**config.mk**
```make
export PLATFORM = sky130hd
export DESIGN_NAME = fir_mac_seq
export DESIGN_NICKNAME = d
export VERILOG_FILES = /design/src/rtl/fir_mac_pkg.sv /design/src/rtl/fir_coef_bank.sv /design/src/rtl/fir_mac_seq.sv
export SDC_FILE = /design/constraint.sdc
export NUM_CORES = 1
export LEC_CHECK = 0
export ABC_AREA = 1
export CORE_ASPECT_RATIO = 0.7
export CORE_MARGIN = 5
export CORE_UTILIZATION = 61
export CTS_CLUSTER_DIAMETER = 40
export DETAILED_ROUTE_END_ITERATION = 16
export GPL_ROUTABILITY_DRIVEN = 1
export GPL_TIMING_DRIVEN = 0
export PLACE_DENSITY = 0.84
export SYNTH_ARGS = -nofsm -noshare
export SYNTH_HDL_FRONTEND = slang
export SYNTH_HIERARCHICAL = 1
export SYNTH_SLANG_ARGS = --single-unit
```
**constraint.sdc**
```tcl
create_clock -name CLK -period 8.3 [get_ports CLK]
set_clock_uncertainty 0.05 [all_clocks]
set_input_delay 1.66 -clock CLK [delete_from_list [all_inputs] [get_ports CLK]]
set_output_delay 1.66 -clock CLK [all_outputs]
set_load 0.01 [all_outputs]
```
**src/rtl/fir_mac_pkg.sv**
```systemverilog
// Shared types and arithmetic helpers for the sequential FIR MAC engine.
// The round/saturate helper works on a 64-bit sign-extended accumulator so one
// function serves every parameter set; callers keep only the low DATA_WIDTH bits.
package fir_mac_pkg;

  // Engine control states
  typedef enum logic {
    IDLE,
    MAC
  } state_e;

  // Widest accumulator the round/saturate helper supports
  localparam int MaxAccW = 64;

  // Rounded result plus clip indication
  typedef struct packed {
    logic [MaxAccW-1:0] value;
    logic               ovf;
  } rs_t;

  // Full-precision accumulator width: one product plus log2(TAPS) growth bits
  function automatic int acc_width(input int data_width, input int coef_width, input int taps);
    return data_width + coef_width + $clog2(taps);
  endfunction

  // Round-half-up, arithmetic shift by frac_bits, then clamp to the signed
  // data_width range when sat_en is set. Without sat_en the caller wraps by
  // truncating to data_width bits and ovf stays 0.
  function automatic rs_t round_sat(input logic signed [MaxAccW-1:0] acc,
                                    input int frac_bits,
                                    input int data_width,
                                    input bit sat_en);
    logic signed [MaxAccW-1:0] half;
    logic signed [MaxAccW-1:0] shifted;
    logic signed [MaxAccW-1:0] hi;
    logic signed [MaxAccW-1:0] lo;
    rs_t                       r;
    half    = (frac_bits == 0) ? '0 : (64'sd1 <<< (frac_bits - 1));
    shifted = (acc + half) >>> frac_bits;
    hi      = (64'sd1 <<< (data_width - 1)) - 64'sd1;
    lo      = -(64'sd1 <<< (data_width - 1));
    r.value = shifted;
    r.ovf   = 1'b0;
    if (sat_en) begin
      if (shifted > hi) begin
        r.value = hi;
        r.ovf   = 1'b1;
      end else if (shifted < lo) begin
        r.value = lo;
        r.ovf   = 1'b1;
      end
    end
    return r;
  endfunction

endpackage

```
**src/rtl/fir_coef_bank.sv**
```systemverilog
// TAPS x COEF_WIDTH coefficient register file.
// Writes land only while the engine reports idle (wr_allow) so a result in
// flight never sees a mix of old and new coefficients. Out-of-range addresses
// are dropped. The read port is asynchronous and driven by the MAC tap index.
module fir_coef_bank #(
  parameter int COEF_WIDTH = 13,
  parameter int TAPS       = 8
) (
  input  logic                     CLK,
  input  logic                     RST_n,
  input  logic                     we,
  input  logic                     wr_allow,
  input  logic [$clog2(TAPS)-1:0]  waddr,
  input  logic [COEF_WIDTH-1:0]    wdata,
  input  logic [$clog2(TAPS)-1:0]  raddr,
  output logic [COEF_WIDTH-1:0]    rdata
);

  logic [COEF_WIDTH-1:0] bank_q [TAPS];
  logic                  wr_en;

  assign wr_en = we && wr_allow && (int'(waddr) < TAPS);

  // Gated coefficient write, cleared by reset
  always_ff @(posedge CLK or negedge RST_n) begin
    if (!RST_n) begin
      for (int k = 0; k < TAPS; k++) begin
        bank_q[k] <= '0;
      end
    end else if (wr_en) begin
      bank_q[waddr] <= wdata;
    end
  end

  // Asynchronous read of the tap currently being multiplied
  always_comb begin
    rdata = bank_q[raddr];
  end

endmodule

```
**src/rtl/fir_mac_seq.sv**
```systemverilog
// Sequential FIR multiply-accumulate engine with a single time-shared multiplier.
// One sample is accepted per VIN/RDY handshake; TAPS cycles later one rounded
// result appears on DOUT with a one-cycle VOUT pulse.
// Build option: define MAC_SAT_EN to clamp results to the DATA_WIDTH range and
// report clipping on OVF; otherwise the result wraps and OVF stays 0.
module fir_mac_seq
  import fir_mac_pkg::*;
#(
  parameter int DATA_WIDTH = 13,
  parameter int COEF_WIDTH = 13,
  parameter int TAPS       = 8,
  parameter int FRAC_BITS  = 12
) (
  input  logic                    CLK,
  input  logic                    RST_n,
  input  logic                    VIN,
  input  logic [DATA_WIDTH-1:0]   DIN,
  output logic                    RDY,
  input  logic                    COEF_WE,
  input  logic [$clog2(TAPS)-1:0] COEF_ADDR,
  input  logic [COEF_WIDTH-1:0]   COEF_DIN,
  output logic [DATA_WIDTH-1:0]   DOUT,
  output logic                    VOUT,
  output logic                    OVF
);

  localparam int AW   = $clog2(TAPS);
  localparam int PW   = DATA_WIDTH + COEF_WIDTH;
  localparam int AccW = acc_width(DATA_WIDTH, COEF_WIDTH, TAPS);

`ifdef MAC_SAT_EN
  localparam bit SatEn = 1'b1;
`else
  localparam bit SatEn = 1'b0;
`endif

  state_e                        state_q;
  logic [AW-1:0]                 idx_q;
  logic signed [AccW-1:0]        acc_q;
  logic signed [DATA_WIDTH-1:0]  x_q [TAPS];
  logic [DATA_WIDTH-1:0]         dout_q;
  logic                          vout_q;
  logic                          ovf_q;

  logic signed [COEF_WIDTH-1:0]  coef;
  logic signed [PW-1:0]          prod;
  logic signed [AccW-1:0]        sum;
  rs_t                           res;
  logic                          accept;
  logic                          last;
  logic                          unused_res;

  assign RDY    = (state_q == IDLE);
  assign accept = VIN && RDY;
  assign last   = (idx_q == AW'(TAPS - 1));

  assign DOUT = dout_q;
  assign VOUT = vout_q;
  assign OVF  = ovf_q;

  fir_coef_bank #(
    .COEF_WIDTH (COEF_WIDTH),
    .TAPS       (TAPS)
  ) u_coef_bank (
    .CLK      (CLK),
    .RST_n    (RST_n),
    .we       (COEF_WE),
    .wr_allow (RDY),
    .waddr    (COEF_ADDR),
    .wdata    (COEF_DIN),
    .raddr    (idx_q),
    .rdata    (coef)
  );

  // Current tap product, running sum including it, and the rounded final value
  always_comb begin
    prod = PW'(x_q[idx_q]) * PW'(coef);
    sum  = acc_q + {{(AccW - PW){prod[PW-1]}}, prod};
    res  = round_sat({{(MaxAccW - AccW){sum[AccW-1]}}, sum}, FRAC_BITS, DATA_WIDTH, SatEn);
  end

  // Only the low DATA_WIDTH bits of the helper result reach DOUT
  assign unused_res = ^res.value[MaxAccW-1:DATA_WIDTH];

  // Control FSM, delay line, accumulator and registered outputs
  always_ff @(posedge CLK or negedge RST_n) begin
    if (!RST_n) begin
      state_q <= IDLE;
      idx_q   <= '0;
      acc_q   <= '0;
      dout_q  <= '0;
      vout_q  <= 1'b0;
      ovf_q   <= 1'b0;
      for (int k = 0; k < TAPS; k++) begin
        x_q[k] <= '0;
      end
    end else begin
      vout_q <= 1'b0;
      case (state_q)
        IDLE: begin
          if (accept) begin
            x_q[0] <= DIN;
            for (int k = 1; k < TAPS; k++) begin
              x_q[k] <= x_q[k-1];
            end
            acc_q   <= '0;
            idx_q   <= '0;
            state_q <= MAC;
          end
        end
        MAC: begin
          if (last) begin
            // Final tap: publish the rounded sum and hand control back
            dout_q  <= res.value[DATA_WIDTH-1:0];
            ovf_q   <= res.ovf && SatEn;
            vout_q  <= 1'b1;
            acc_q   <= '0;
            idx_q   <= '0;
            state_q <= IDLE;
          end else begin
            acc_q <= sum;
            idx_q <= idx_q + AW'(1);
          end
        end
        default: begin
          state_q <= IDLE;
        end
      endcase
    end
  end

endmodule

```
# Word-level counts from Yosys, hierarchy flattened

Cells that the tools add are included.
W data, S select, Z words.

Memories: 0
Bits in writable memories: 0
Bits in latches: 0
Memory bits (read-only): 0
Register bits after elaboration: 255
Output and inout bits: 16
Logic and storage cells: 58

Bitwise gates (word level): 3
$add $sub $neg: 3
Equality and inequality tests: 2
Divide/modulo/power cells: 0
Order comparisons: 3
$mul: 1
Muxes and demuxes: 20
Shifts and indexed selects: 0
Reductions and logical operators: 5

Operators with widths:

| cell                     | number |
|---|---|
| $bwmux W104              | 1 |
| $bmux W13 S3             | 2 |
| $mux W13                 | 5 |
| $mux W29                 | 2 |
| $pmux W29 S2             | 1 |
| $demux W13 S3            | 1 |
| $add A29 B29 Y29         | 1 |
| $mul A13 B13 Y26         | 1 |
| $add A25 B13 Y25 const B | 1 |
| $ge A4 B4 Y1 const B     | 2 |
| $not A3 Y4               | 2 |
| $mux W3                  | 2 |
| $pmux W3 S2              | 1 |
| $lt A4 B1 Y1 const B     | 1 |
| $mux W1                  | 4 |
| $reduce_and A2 Y1        | 2 |
| $add A3 B1 Y3 const B    | 1 |
| $eq A3 B3 Y1 const B     | 1 |
| $logic_and A1 B1 Y1      | 3 |
| $ne A2 B1 Y1 const B     | 1 |
| $pmux W1 S2              | 1 |
| $not A1 Y1               | 1 |

# Logic depth before layout (Yosys ltp)

Depth in word-level cells: 8
Depth in mapped cells: 49
Mapped depth without buffers: 46

# Cells and area by module

Netlist, hierarchy kept.

Modules (own cells, without submodules):

| module        | sequential area each (sq um) | cells an instance | area an instance (sq um) | instances |
|---|---|---|---|---|
| fir_mac_seq   | 3,678.5                      | 1,921             | 14,714.1                 | 1 |
| fir_coef_bank | 2,602.5                      | 706               | 5,132.4                  | 1 |

# Worst setup path before layout

OpenSTA, ideal clock, no wires.

Kind: flip-flop to flip-flop
From: register idx_q[0]
To: register dout_q[12] (netlist: DOUT[12])
Stages on the path, launching flop included: 46
Data required time: 8.134 ns
Path slack: 0.679 ns
Arrival time: 7.455 ns
Cell sequence: dfrtp_1 > buf_2 > clkbuf_1 > nand2_1 > nand3_1 > nand2_1 > nand2_1 > nand2_1 > inv_1 > clkbuf_1 > nor2_1 > fa_1 > inv_1 > fa_1 > inv_1 > fa_1 > fa_1 > fa_1 > [10 not listed] > a21oi_1 > xor2_1 > ha_1 > inv_1 > nor3_1 > nand2_1 > nor2_1 > nand2_1 > nand3_1 > nand2_1 > nand2_1 > nand2_1 > nor2_1 > nand3_1 > nand3_1 > nand2_1 > nand2_1 > nand2_1

Cells in the longest elaborated chain, start to end: 7
Elaborated cells on any way between the ends: 12

RTL lines:

| element                                     | line                | source |
|---|---|---|
| from (decl)                                 | fir_mac_seq.sv:38   | `logic [AW-1:0] idx_q;` |
| from (signal assigned)                      | fir_mac_seq.sv:122  | `idx_q <= idx_q + AW'(1);` |
| $not A3 Y4 (implied by the code)            | fir_coef_bank.sv:37 | `rdata = bank_q[raddr];` |
| $bmux W13 S3                                | fir_coef_bank.sv:37 |  |
| $mux W13 (implied by the code) (2 in a row) | fir_coef_bank.sv:37 |  |
| net coef[1]                                 | fir_mac_seq.sv:45   | `logic signed [COEF_WIDTH-1:0] coef;` |
| $mul A13 B13 Y26                            | fir_mac_seq.sv:77   | `prod = PW'(x_q[idx_q]) * PW'(coef);` |
| $add A29 B29 Y29                            | fir_mac_seq.sv:78   | `sum = acc_q + {{(AccW - PW){prod[PW-1]}}, prod};` |
| $add A25 B13 Y25                            | fir_mac_pkg.sv:39   | `shifted = (acc + half) >>> frac_bits;` |
| to (signal assigned)                        | fir_mac_seq.sv:114  | `dout_q <= res.value[DATA_WIDTH-1:0];` |
| to (decl)                                   | fir_mac_seq.sv:41   | `logic [DATA_WIDTH-1:0] dout_q;` |

The timed path passes the listed nets, and every way through them passes these cells. The select of a mux whose other input is x is not followed.
A chain may end at the register's enable or synchronous reset.

# Final worst setup path

From: register idx_q[0]
To: register dout_q[12] (netlist: DOUT[12])

Cells in the longest elaborated chain, start to end: 7
Elaborated cells on any way between the ends: 12

RTL lines:

| element                                  | line |
|---|---|
| $not A3 Y4 (implied by the code)         | fir_coef_bank.sv:37, fir_mac_seq.sv:77 |
| $bmux W13 S3 (on tied branches)          | fir_mac_seq.sv:77, fir_coef_bank.sv:37 |
| $mux W13 (on tied branches) (2 in a row) | fir_mac_seq.sv:77, fir_coef_bank.sv:37 |
| $mul A13 B13 Y26                         | fir_mac_seq.sv:77 |
| $add A29 B29 Y29                         | fir_mac_seq.sv:78 |
| $add A25 B13 Y25                         | fir_mac_pkg.sv:39 |

Parallel ways exist; a longest one is shown, timed or not. The select of a mux whose other input is x is not followed.

==> results <==
- The run finished, with violations left.
- The final reports fail on negative setup slack.
- For this run, the detailed router's first-pass iteration total came to 9.
- For this design the top-level I/O count stands at 49.
- Synthesis produced a netlist with a net count of 2911.
- The highest-delay cell along the critical path is sky130_fd_sc_hd__fa_1.
- The flip-flop and latch count after synthesis is between 200 and 300.
- The largest net degree at the start of global routing is 128.
- In the synthesized netlist the async set-or-reset flop fraction comes to 100.0%.
- In this run the number of H-tree levels came out at 1.
- The die is approximately 160 µm tall.
- The most critical setup path has its endpoint at DOUT[12].
- The overall fraction of global-route tracks in use is between 30% and 40%.
- The die covers 36300 µm².
- By instance count, the cell type seen most on the critical path is sky130_fd_sc_hd__nand2_1.
- The later-pin clock latency in the skew report is 590 ps.
- At the end of the flow, the number of nets in the layout was around 3100.
- TritonCTS built the clock tree.
- For this run the aggregate overflow at the end of global routing stands at 0.
- The detailed-route wire length per cell is between 15 and 20 µm.
- The placement-stage worst setup slack is -919.9 ps.
- Of the cells placed in the final design, the portion with a size suffix greater than 1 is 16.04%.
- The number of cells produced by synthesis is 2627.
- After synthesis, the cell types taking the most area are sky130_fd_sc_hd__dfrtp_1 32%, sky130_fd_sc_hd__fa_1 16%, sky130_fd_sc_hd__nand2_1 14%.
- Routability-driven placement finished with a final weighted congestion of 0.9848.
- The delay contributed by the slowest stage of the critical path is around 610 ps.
- For the finished layout, the period the worst path requires is 8368 ps.
- The antenna diode count is 0.
- The reg-to-reg endpoint is DOUT[12].
- The HPWL after detailed placement is 43490 µm.
- The synthesized design contains 0 enable-type register cells.
- The number of antenna violations at the first check in global routing is 0.
- Along the worst path, the maximum fanout reaches 8.
- The clock sink total is 251.
- The detail route stage leaves a number of antenna-violating nets equal to 0.
- Setup repair after global routing could not meet its margin everywhere.
- The first global-routing pass estimated 92810 µm of wire.
- The DRC violation count after routing is 0.
- The total via count after detailed routing is 18894.
- The vias per cell is 5.846.
- The core occupancy in the finished layout is 74.17%.
- The count of endpoints failing hold in the final timing report is 0.
- After clock tree synthesis, the flow added hold-fix buffers numbering 0.
- The startpoint of the worst setup timing path is idx_q[0].
- The cell with the most instances after synthesis is sky130_fd_sc_hd__nand2_1.
- The floorplan step defined a core boundary enclosing 32210 µm².
- On the critical path the largest part of the delay comes from adder cells.
- The number of different library cells used by synthesis comes to 45.
- The class of the tightest hold or removal check is register to register.
- The most frequently used flop master after synthesis is sky130_fd_sc_hd__dfrtp_1.
- The cell sitting at the root of the clock tree is a sky130_fd_sc_hd__clkbuf_16.
- In this run the critical register-to-register path is launched from idx_q[0].
- The number of warnings printed during yosys synthesis is 6.
- The top cell type by area accounts for about a third of the synthesized area.
- After synthesis the cells add up to just under 20000 µm².
- The number of global-route vias before repair is around 18000.
- For the pin with the worst max-slew slack, the measured transition is 698.2 ps.
- Counting along the longest clock path gives a buffer depth of 3.
- The critical path is of the register to register type.
- The final wirelength is 63060 µm.
- Dividing the final minimum period by the clock period gives 100.8%.
- The width of the chip is around 230 µm.
- The number of failing setup endpoints in the final timing report is 1.
- From synthesis to final layout, the design area changed by 20.36%.
- The sequential-to-total area share from yosys stat is 31.65%.
- The final count of pins violating max slew is 0.
- STA classifies the critical path startpoint as a register.
- At the worst endpoint, the required time is 8780 ps.
- The detailed router finished its first iteration with around 2700 violations.
- The capturing element type of the critical path is a register.
- The row count is 55.
- Averaged over all synthesized cells, the footprint is 7.555 µm².
- The tool flagged a number of max-cap violations equal to 0.
- In this run the tool buffered the top-level ports with 47 buffer cells.
- The post-route worst setup slack is -68.18 ps.
- The initial core utilization is 61.62%.
- The clock-pin transition on the worst setup and hold timing paths is 60 ps.
- The number of cells on the worst reg-to-reg path is 43.
- The setup check on the worst reg-to-reg path leaves a slack of -70 ps.
- The logic depth of the worst setup path including buffers is 43.
- Clock tree synthesis inserted a total of 30 buffers.
- The number of buffers and inverters on the critical path is 7.
- Derived from the worst setup path, the maximum achievable clock frequency is between 100 and 150 MHz.
- The commonest cells after synthesis are 727 x sky130_fd_sc_hd__nand2_1, 492 x sky130_fd_sc_hd__inv_1, 264 x sky130_fd_sc_hd__o21ai_0.
- In this run the tightest slew margin relative to its limit is a little over half.
- Data on the critical path arrives at its endpoint at 8840 ps.
- The synthesized design spends more area on one cell type than any other, namely sky130_fd_sc_hd__dfrtp_1.
layout make-up:
class	instances	area (µm²)
well taps	427	534.3
inverters	506	1994
fillers	2227	8319
clock inverters	19	175.2
plain buffers	89	678.2
clock buffers	36	793.3
repair buffers	128	1255
multi-input cells	1776	12170
flip-flops and latches	251	6285
worst reg2reg max path: cells and delay by family (launching register included):
| family | cells | cell delay (ps) |
|---|---|---|
| compound gates | 8 | 1340 |
| simple gates | 19 | 1870 |
| flops | 1 | 460 |
| fa+ha+maj | 8 | 3370 |
| xor+xnor | 1 | 300 |
| buf+inv | 7 | 950 |
registers in the layout, summed over array words and instances (netlist names):
signal	flops
DOUT	13
idx_q	3
VOUT	1
state_q	1
x_q	104
acc_q	25
u_coef_bank/bank_q	104
stage by stage:
stage	instance area, µm²	hold slack [ps]	TNS, ps	std cells
final	23890	428.8	-68.18	3232
after global routing	23890	453.9	-1028	3232
after CTS	22350	431.4	0	3167
after detailed placement	20910	414.9	-8596	3103
after global placement	20850	414.6	-1225360	3101
after floorplan	19850	397.8	0	2627
worst min path at each step:
stage	from	endpoint	slack [ps]	cells past startpoint
floorplan	x_q[0]	x_q[0]	400	2
detailed placement	DOUT[8]	DOUT[8]	410	2
global route	u_coef_bank/bank_q[35]	u_coef_bank/bank_q[35]	450	2
finish	DOUT[8]	DOUT[8]	430	2
CTS	DOUT[8]	DOUT[8]	430	2
global placement	x_q[5]	x_q[5]	410	2
repair_timing:
action                                  4_1_cts  5_1_grt
cloned                                        0        3
resized for setup                           130      271
pin swaps                                    12       65
buffers inserted                             14       62
endpoints found under the setup margin       22       17
routing by layer:
layer  wire length, µm  global-route usage (%)  part of all wire (%)
met2             27770                   46.74                    44
met3              8169                   9.885                    13
met4              2625                   8.578                   4.2
met1             24490                   46.52                    39
met5                 0                       0                     0
cell families after synthesis:
group                    Yosys count  synth area share, %
AND/OR/NAND/NOR                 1097                23.12
XOR/XNOR                          33                1.456
buffers and inverters            600                11.73
AO/OA/AOI/OAI                    394                10.19
adder cells (fa/ha/maj)          251                21.84
flip-flops                       251                31.65
other                              1              0.01889
layout by cell type (no fill, tap or decap), types with 26 or more instances in the layout:
| cell type | synthesis | routed |
|---|---|---|
| sky130_fd_sc_hd__nor2_1 | 150 | 137 |
| sky130_fd_sc_hd__clkbuf_1 | 51 | 33 |
| sky130_fd_sc_hd__o21ai_0 | 264 | 237 |
| sky130_fd_sc_hd__clkbuf_16 | 0 | 33 |
| sky130_fd_sc_hd__buf_4 | 7 | 79 |
| sky130_fd_sc_hd__nand2_1 | 727 | 686 |
| sky130_fd_sc_hd__fa_1 | 159 | 149 |
| sky130_fd_sc_hd__ha_1 | 92 | 72 |
| sky130_fd_sc_hd__a21oi_1 | 107 | 88 |
| sky130_fd_sc_hd__nand2_2 | 34 | 55 |
| sky130_fd_sc_hd__inv_1 | 492 | 468 |
| sky130_fd_sc_hd__nor2_2 | 17 | 28 |
| sky130_fd_sc_hd__nand3_1 | 126 | 109 |
| sky130_fd_sc_hd__clkdlybuf4s50_1 | 0 | 46 |
| sky130_fd_sc_hd__nand3_2 | 9 | 26 |
| sky130_fd_sc_hd__dfrtp_1 | 251 | 248 |
Power is not shown: default switching activity piles up to over one toggle a cycle in this logic, so the estimate is an artifact.
